[src/rtl/rpspmc_stream_pkg.sv]
// Shared definitions for the streaming post-processing blocks that sit
// behind the biquad IIR stage.
package rpspmc_stream_pkg;

    localparam int SAMPLE_WIDTH   = 32;
    localparam int CFG_WORD_WIDTH = 32;
    localparam int WORD_LOG2_DEC  = 0;
    localparam int ENABLE_BIT     = 31;

    typedef enum logic [1:0] {
        IDLE  = 2'd0,
        ACCUM = 2'd1,
        DUMP  = 2'd2
    } state_t;

endpackage

[src/rtl/axis_round_shift_sat.sv]
// Combinational arithmetic right shift with round-half-up (toward +inf)
// and saturation to a narrower signed output word.
module axis_round_shift_sat #(
    parameter int in_width    = 48,
    parameter int out_width   = 32,
    parameter int shift_width = 5
) (
    input  logic [in_width-1:0]    din,
    input  logic [shift_width-1:0] shift,
    output logic [out_width-1:0]   dout
);
    // One guard bit so adding the rounding constant can never wrap.
    localparam int ext_width = in_width + 1;

    logic        [ext_width-1:0] round_bit;
    logic signed [ext_width-1:0] biased;
    logic signed [ext_width-1:0] shifted;
    logic signed [ext_width-1:0] max_v;
    logic signed [ext_width-1:0] min_v;

    // Rounding constant is 2^(shift-1), which collapses to 0 when shift is 0.
    assign round_bit = (ext_width'(1) << shift) >> 1;
    assign biased    = $signed({din[in_width-1], din}) + $signed(round_bit);
    assign shifted   = biased >>> shift;
    assign max_v     = ext_width'({1'b0, {(out_width-1){1'b1}}});
    assign min_v     = ~max_v;

    // Clamp anything outside the output range to the nearest code.
    always_comb begin
        dout = shifted[out_width-1:0];
        if (shifted > max_v) begin
            dout = max_v[out_width-1:0];
        end else if (shifted < min_v) begin
            dout = min_v[out_width-1:0];
        end
    end

endmodule

[src/rtl/axis_iir_decimating_averager.sv]
// Boxcar decimator: sums 2^K valid samples and emits one rounded mean per
// block, one clock after the block's last sample.
//
// state | meaning
// IDLE  | after reset or config write; inputs ignored, waits for enable
// ACCUM | accumulating samples of the current block
// DUMP  | output strobe cycle; new block already accumulating
module axis_iir_decimating_averager
    import rpspmc_stream_pkg::*;
#(
    parameter int inout_width             = SAMPLE_WIDTH,
    parameter int max_log2_decimation     = 16,
    parameter int default_log2_decimation = 0,
    parameter int configuration_address   = 998
) (
    input  logic                         aclk,
    input  logic                         areset,
    input  logic [31:0]                  config_addr,
    input  logic [511:0]                 config_data,
    input  logic [inout_width-1:0]       S_AXIS_tdata,
    input  logic                         S_AXIS_tvalid,
    output logic [inout_width-1:0]       M_AXIS_tdata,
    output logic                         M_AXIS_tvalid,
    output logic [max_log2_decimation:0] sample_count
);
    localparam int acc_width = inout_width + max_log2_decimation;
    localparam int cnt_width = max_log2_decimation + 1;

    state_t                      state;
    state_t                      state_next;
    logic [4:0]                  log2_dec;
    logic                        enable;
    logic signed [acc_width-1:0] acc;
    logic signed [acc_width-1:0] block_sum;
    logic [cnt_width-1:0]        count;
    logic [cnt_width-1:0]        count_inc;
    logic [cnt_width-1:0]        block_len;
    logic [inout_width-1:0]      mean;
    logic [CFG_WORD_WIDTH-1:0]   cfg_word;
    logic [4:0]                  cfg_log2;
    logic                        cfg_hit;
    logic                        accepting;
    logic                        block_done;
    logic                        cfg_unused;

    assign cfg_hit  = (config_addr == 32'(configuration_address));
    assign cfg_word = config_data[WORD_LOG2_DEC*CFG_WORD_WIDTH +: CFG_WORD_WIDTH];
    assign cfg_log2 = (cfg_word[4:0] > 5'(max_log2_decimation)) ?
                      5'(max_log2_decimation) : cfg_word[4:0];
    // Only the K and enable fields of word 0 are meaningful here.
    assign cfg_unused = ^{config_data[511:CFG_WORD_WIDTH], cfg_word[30:5]};

    // A config write in the same cycle wins, so the sample is dropped.
    assign accepting  = S_AXIS_tvalid && !cfg_hit && (state != IDLE);
    assign count_inc  = count + cnt_width'(1);
    assign block_len  = cnt_width'(1) << log2_dec;
    assign block_done = accepting && (count_inc == block_len);
    // Completed sum includes the closing sample; it is consumed directly by
    // the rounder so the accumulator is free to restart in the same cycle.
    assign block_sum  = acc + {{max_log2_decimation{S_AXIS_tdata[inout_width-1]}},
                               S_AXIS_tdata};

    axis_round_shift_sat #(
        .in_width   (acc_width),
        .out_width  (inout_width),
        .shift_width(5)
    ) u_round (
        .din  (block_sum),
        .shift(log2_dec),
        .dout (mean)
    );

    // State register.
    always_ff @(posedge aclk or posedge areset) begin
        if (areset) begin
            state <= IDLE;
        end else begin
            state <= state_next;
        end
    end

    // Next-state logic; DUMP accepts samples exactly like ACCUM so that
    // back-to-back input is sustained even for K=0.
    always_comb begin
        state_next = state;
        if (cfg_hit) begin
            state_next = IDLE;
        end else begin
            case (state)
                IDLE:        state_next = enable ? ACCUM : IDLE;
                ACCUM, DUMP: state_next = block_done ? DUMP : ACCUM;
                default:     state_next = IDLE;
            endcase
        end
    end

    // Accumulator, configuration and registered output word/strobe.
    always_ff @(posedge aclk or posedge areset) begin
        if (areset) begin
            acc           <= '0;
            count         <= '0;
            M_AXIS_tdata  <= '0;
            M_AXIS_tvalid <= 1'b0;
            log2_dec      <= 5'(default_log2_decimation);
            enable        <= 1'b1;
        end else begin
            M_AXIS_tvalid <= block_done;
            if (block_done) begin
                M_AXIS_tdata <= mean;
            end
            if (cfg_hit) begin
                log2_dec <= cfg_log2;
                enable   <= cfg_word[ENABLE_BIT];
                acc      <= '0;
                count    <= '0;
            end else if (block_done) begin
                acc   <= '0;
                count <= '0;
            end else if (accepting) begin
                acc   <= block_sum;
                count <= count_inc;
            end
        end
    end

    assign sample_count = count;

endmodule
[config.mk]
export PLATFORM = sky130hd
export DESIGN_NAME = axis_iir_decimating_averager
export DESIGN_NICKNAME = d
export VERILOG_FILES = /design/src/rtl/rpspmc_stream_pkg.sv /design/src/rtl/axis_round_shift_sat.sv /design/src/rtl/axis_iir_decimating_averager.sv
export SDC_FILE = /design/constraint.sdc
export NUM_CORES = 1
export LEC_CHECK = 0
export ABC_AREA = 1
export BUFFER_PORTS_ARGS = -buffer_cell sky130_fd_sc_hd__buf_2
export CORE_AREA = 10 10 238 240
export CTS_CLUSTER_DIAMETER = 50
export DETAILED_ROUTE_END_ITERATION = 7
export DIE_AREA = 0 0 248 250
export PLACE_DENSITY = 0.55
export SYNTH_ARGS = -nofsm -noshare
export SYNTH_HDL_FRONTEND = slang
export SYNTH_SLANG_ARGS = --single-unit
[constraint.sdc]
create_clock -name aclk -period 8.61 [get_ports aclk]
set_input_delay 1.2915 -clock aclk [delete_from_list [all_inputs] [get_ports aclk]]
set_output_delay 1.2915 -clock aclk [all_outputs]
set_load 0.005 [all_outputs]
After elaboration in Yosys (flattened, before gate mapping)
Cells that the tools add are included.
Storage, ports and cells
  register bits after elaboration: 106
  input port bits: 579
  output and inout bits: 50
  word-level logic and storage cells: 41
Cells by class
  $add $sub $neg: 3
  $lt $le $gt $ge: 3
  equality and inequality tests: 4
  shift operators: 3
  mux-type cells: 13
  reduce and logical (&&, ||, !) cells: 8
Operators by type and width (number)
  48-bit 2-to-1 mux: 3
  32-bit 2-to-1 mux: 2
  17-bit 2-to-1 mux: 3
  48-bit by 49-bit adder with 49-bit output: 1
  49-bit by 32-bit > comparator with 1-bit output, second input constant: 1
  49-bit by 32-bit < comparator with 1-bit output, second input constant: 1
  1-bit by 5-bit left shift with 49-bit output, first input constant: 1
  49-bit by 5-bit >>> shifter with 49-bit output: 1
  48-bit adder: 1
  32-bit by 10-bit == test with 1-bit output, second input constant: 1
  17-bit by 1-bit adder with 17-bit output, second input constant: 1
  17-bit == test: 1
  1-bit by 5-bit left shift with 17-bit output, first input constant: 1
  5-bit > comparator, second input constant: 1
  5-bit 2-to-1 mux: 1
  2-bit 2-to-1 mux: 2
  2-bit one-hot mux with 2 select lines: 1
  1-bit logical AND: 3
  3-bit nonzero test: 1
  2-bit by 1-bit == test with 1-bit output, second input constant: 1
  2-bit == test, second input constant: 1
  2-bit logical NOT: 1
  2-bit nonzero test: 1
  2-bit OR reduction: 1
  2 further kinds: 2

Depth between registers and ports, before layout
  depth in word-level cells: 8
  gate-level depth with buffers: 45
  gate-level depth less buffers: 45

Hierarchy
Synthesis repeated with hierarchy kept, for this count alone.
Unflattened totals
  cells, all modules: 3208
  area, all modules: 17035.1 um^2
By module, submodules not included
  axis_iir_decimating_averager: instances 1, cells each 1502, area an instance 9145.0 um^2, sequential area each 2653.8 um^2
  axis_round_shift_sat: instances 1, cells each 1706, area an instance 7890.1 um^2, sequential area each 0.0 um^2

Least setup slack after synthesis
OpenSTA, ideal clock, no wires.
  path type: input to register
  from: input port S_AXIS_tdata[0]
  to: register M_AXIS_tdata[29]
  library setup time: 0.122 ns
  data arrival time: 5.727 ns
  required time: 8.488 ns
  setup slack: 2.761 ns
  stages on the path: 43
  path buffers: 1
  cells stage by stage: ha_1 -> inv_1 -> fa_1 -> inv_1 -> nand3_1 -> nand2_2 -> nand2_1 -> nand2_1 -> nand2_1 -> nand2_1 -> a21oi_1 -> o21ai_0 -> xnor2_1 -> inv_1 -> ha_1 -> nand2_1 -> nor2_1 -> inv_1 -> [7 not listed] -> nand3_1 -> nand2_1 -> nand2_1 -> nand3_1 -> nand2_1 -> nand2_2 -> nand3_1 -> nand2_1 -> nand2_1 -> nand2_1 -> nand2_1 -> nor2_1 -> nand2_1 -> nor2_1 -> nand3_1 -> nand3_2 -> buf_6 -> a21oi_2
Between the ends
  word-level cells in the longest chain between the ends: 6
  elaborated cells between the ends (all ways): 7
  classes of those cells: add/sub (2); order compare (2); shift (1); mux (2)
RTL lines
  start, declared: RTL line axis_iir_decimating_averager.sv:20  | input logic [inout_width-1:0] S_AXIS_tdata,
  48-bit adder (*): RTL line axis_iir_decimating_averager.sv:60  | assign block_sum = acc + {{max_log2_decimation{S_AXIS_tdata[inout_width-1]}},
  48-bit by 49-bit adder with 49-bit output (*): RTL line axis_round_shift_sat.sv:23  | assign biased = $signed({din[in_width-1], din}) + $signed(round_bit);
  49-bit by 5-bit >>> shifter with 49-bit output (*): RTL line axis_round_shift_sat.sv:24  | assign shifted = biased >>> shift;
  49-bit by 32-bit < comparator with 1-bit output: RTL line axis_round_shift_sat.sv:33  | end else if (shifted < min_v) begin
  32-bit 2-to-1 mux: RTL line axis_round_shift_sat.sv:33
  32-bit 2-to-1 mux (*): RTL line axis_round_shift_sat.sv:31  | if (shifted > max_v) begin
  end signal, assigned: RTL line axis_iir_decimating_averager.sv:109  | M_AXIS_tdata <= mean;
  end, declared: RTL line axis_iir_decimating_averager.sv:22  | output logic [inout_width-1:0] M_AXIS_tdata,
Mark *: on every way between the ends. The rest lies on a longest branch, timed or not.
A chain may end at the register's enable or synchronous reset.

Worst setup path in the final report
  from: input port S_AXIS_tdata[0]
  to: register M_AXIS_tdata[30]
The elaborated chain is that of the path after synthesis.

==> run metrics <==
largest family of logic cells by synthesized area simple AND/OR/NAND/NOR gates; vias in the first global route 16300; vias after detailed routing 17100; max-slew violations 0; Mapped Area 0.0156 mm²; Seq pwr share 12.2%; Synth Area in Compound Gates 12.6%; non-filler cells, final 3465; Routed WL per cell 16.3 µm; Ys Warns 0; critical path's slowest cell ha_1; Setup WS post-layout 0.965 ns; global-route wire length before repair 89900 µm; setup_tns 0 ns; # diodes 0; Tot Pwr 6.83 mW; Startpoint Class input port; Area growth, synth to finish 9.91%; final net count 3434; CP max FO 22; Hold Crit Depth 2; # hold bufs at CTS 0; period utilization 88.8%; Crit path top cell by count nand2_1; status finished clean; DR iter-0 viols 1343; P_leak 9.18 nW; synthesized area per cell 5.75 µm²; Max Cap Viol 0; arrival time at the worst endpoint 7.97 ns; Worst Path Class, Setup in2reg; final hold violations 0; worst-skew pair later-pin latency 0.41 ns; clock buffer depth 2; clock skew 0.0189 ns; fillers 5982; remaining global-route overflow 0; ys async rst share 100%; CP max stage delay 0.44 ns; DP Wirelength 45700 µm; post-route minimum period 7.64 ns; RSZ-0062 raised after global routing no; overall routing resource usage 18.2%; data required time of the worst path 8.94 ns; cts repair resizes 0; Peak VDD IR 0.156 mV; vias per cell 4.94; actual slew at the worst max-slew pin 0.806 ns; Seq cells post-synth 106; layout cells sized above 1 13.0%; synthesized instance count 2710; worst hold path class reg2reg; largest net degree at the start of global routing 64; Hold WS 0.476 ns; placed cell count 3449; clock group share of total power 6.8%; post-synthesis mux area share 0.129%; DRC 0; clk slew on worst S/H paths 0.08 ns; FP Rows 84; Synth Area in Adders 6.77%; final setup violation count 0; post-CTS setup buffer count 0; io pins 629; PortBufs 122; syn_nets 3372; sw frac 60.4%; Total Wirelength 56600 µm; Max Freq 0.131 GHz; core area 0.0520 mm²; combinational share of power 81.0%; Max-slew headroom 46.3%; Post-synth EDFFs 0; CTS Buf Count 9; CTS Sinks 106; commonest non-fill, non-tap cells in the layout 866 x nand2_1, 358 x inv_1, 347 x nand3_1; Crit. End Element flip-flop; P_sw 4.13 mW; first drt pass iteration count 6; die area 0.0620 mm²; Main synth FF type dfrtp_1; XOR/XNOR share of the synthesized area 4.76%; Post-Place Worst Slack 0.666 ns; DRT antenna net count 0; initial antenna violation count 0; Pwr per Cell Area 399 mW/mm²; post-synthesis sequential area ratio 17.0%; CTS H-Tree Depth 3; Die Y 250 µm; CTS tree built; Internal Pwr Total 2.70 mW; Root Buffer clkbuf_16; Initial Util 29.9%; GP Congestion 0.954; commonest non-fill, non-tap cell in the layout nand2_1; Synth Area in Simple Gates 46.7%; die width 248 µm; cells on worst reg2reg path 40; Cell variety after synth 56
## registers in the layout, indices dropped and copies added, names as in the netlist
signal / count
M_AXIS_tdata: 32
log2_dec: 5
enable: 1
acc: 48
M_AXIS_tvalid: 1
state: 2
sample_count: 17
## logic make-up after synthesis
family | after synthesis
AOI/OAI and AO/OA | 318
xor gates and xnor gates | 83
adders and majority gates | 83
buffers and inverters | 478
DFF | 106
muxes | 2
and+or+nand+nor | 1640
## per-layer routing
layer	share of wire (%)	track usage [%]
met5	0	0
met4	1.5	4.04
met3	5.0	2.26
met2	47	30.4
met1	46	24.2
## stage by stage
step | cell area (µm²) | util (%)
floorplan | 15600 | -
global placement | 16800 | 32.3
detailed placement | 16800 | 32.3
CTS | 17100 | 32.9
global route | 17100 | 32.9
finish | 17100 | 32.9
## cell usage after synthesis (all sizes together), types with 10 or more instances
cell type | count | area (µm²)
clkbuf | 46 | 173
xor2 | 55 | 497
nor3 | 21 | 120
nor2 | 229 | 945
a21oi | 143 | 828
xnor2 | 28 | 245
nand4 | 44 | 275
buf | 44 | 235
dfrtp | 105 | 2630
o21ai | 96 | 484
nand2 | 907 | 3510
ha | 81 | 1010
a32o | 26 | 260
inv | 385 | 1450
or2 | 42 | 263
o211ai | 12 | 90.1
nand3 | 373 | 2000
o22ai | 10 | 62.6
## critical path: cells and delay by family
family,cells,cell delay (ns)
adder cells (fa/ha/maj),3,1.09
AND/OR/NAND/NOR,27,3.73
XOR/XNOR,2,0.53
buffers and inverters,6,0.78
AO/OA/AOI/OAI,3,0.51
## layout make-up
| cell class | instances | area, µm² | area share (%) |
|---|---|---|---|
| Clock buffer | 10 | 239 | 1.40 |
| Inverter | 388 | 1460 | 8.52 |
| Multi-Input combinational cell | 2126 | 11100 | 64.6 |
| Timing Repair Buffer | 141 | 766 | 4.47 |
| Tap cell | 688 | 861 | 5.03 |
| Clock inverter | 6 | 72.6 | 0.424 |
| Sequential cell | 106 | 2660 | 15.5 |
## path summary, 6_finish.rpt
kind | startpoint | to | slack, ns
worst max-delay path | S_AXIS_tdata[0] | M_AXIS_tdata[30] | 0.97
worst min-delay path | enable | enable | 0.48
worst max register to register | acc[0] | M_AXIS_tdata[30] | 1.59
worst min register to register | enable | enable | 0.48
max in group asynchronous | areset | log2_dec[4] | 6.34
min in group asynchronous | areset | M_AXIS_tdata[8] | 1.01
## power groups by stage
stage          Clock (mW)  Combinational, mW  Sequential, mW
2_1_floorplan           0               3.97           0.820
3_3_place_gp            0               5.50           0.837
3_5_place_dp            0               5.49           0.843
4_1_cts             0.481               5.53           0.834
5_1_grt             0.494               6.20           0.860
6_report            0.466               5.53           0.834
Power figures use the tool's default switching activity.
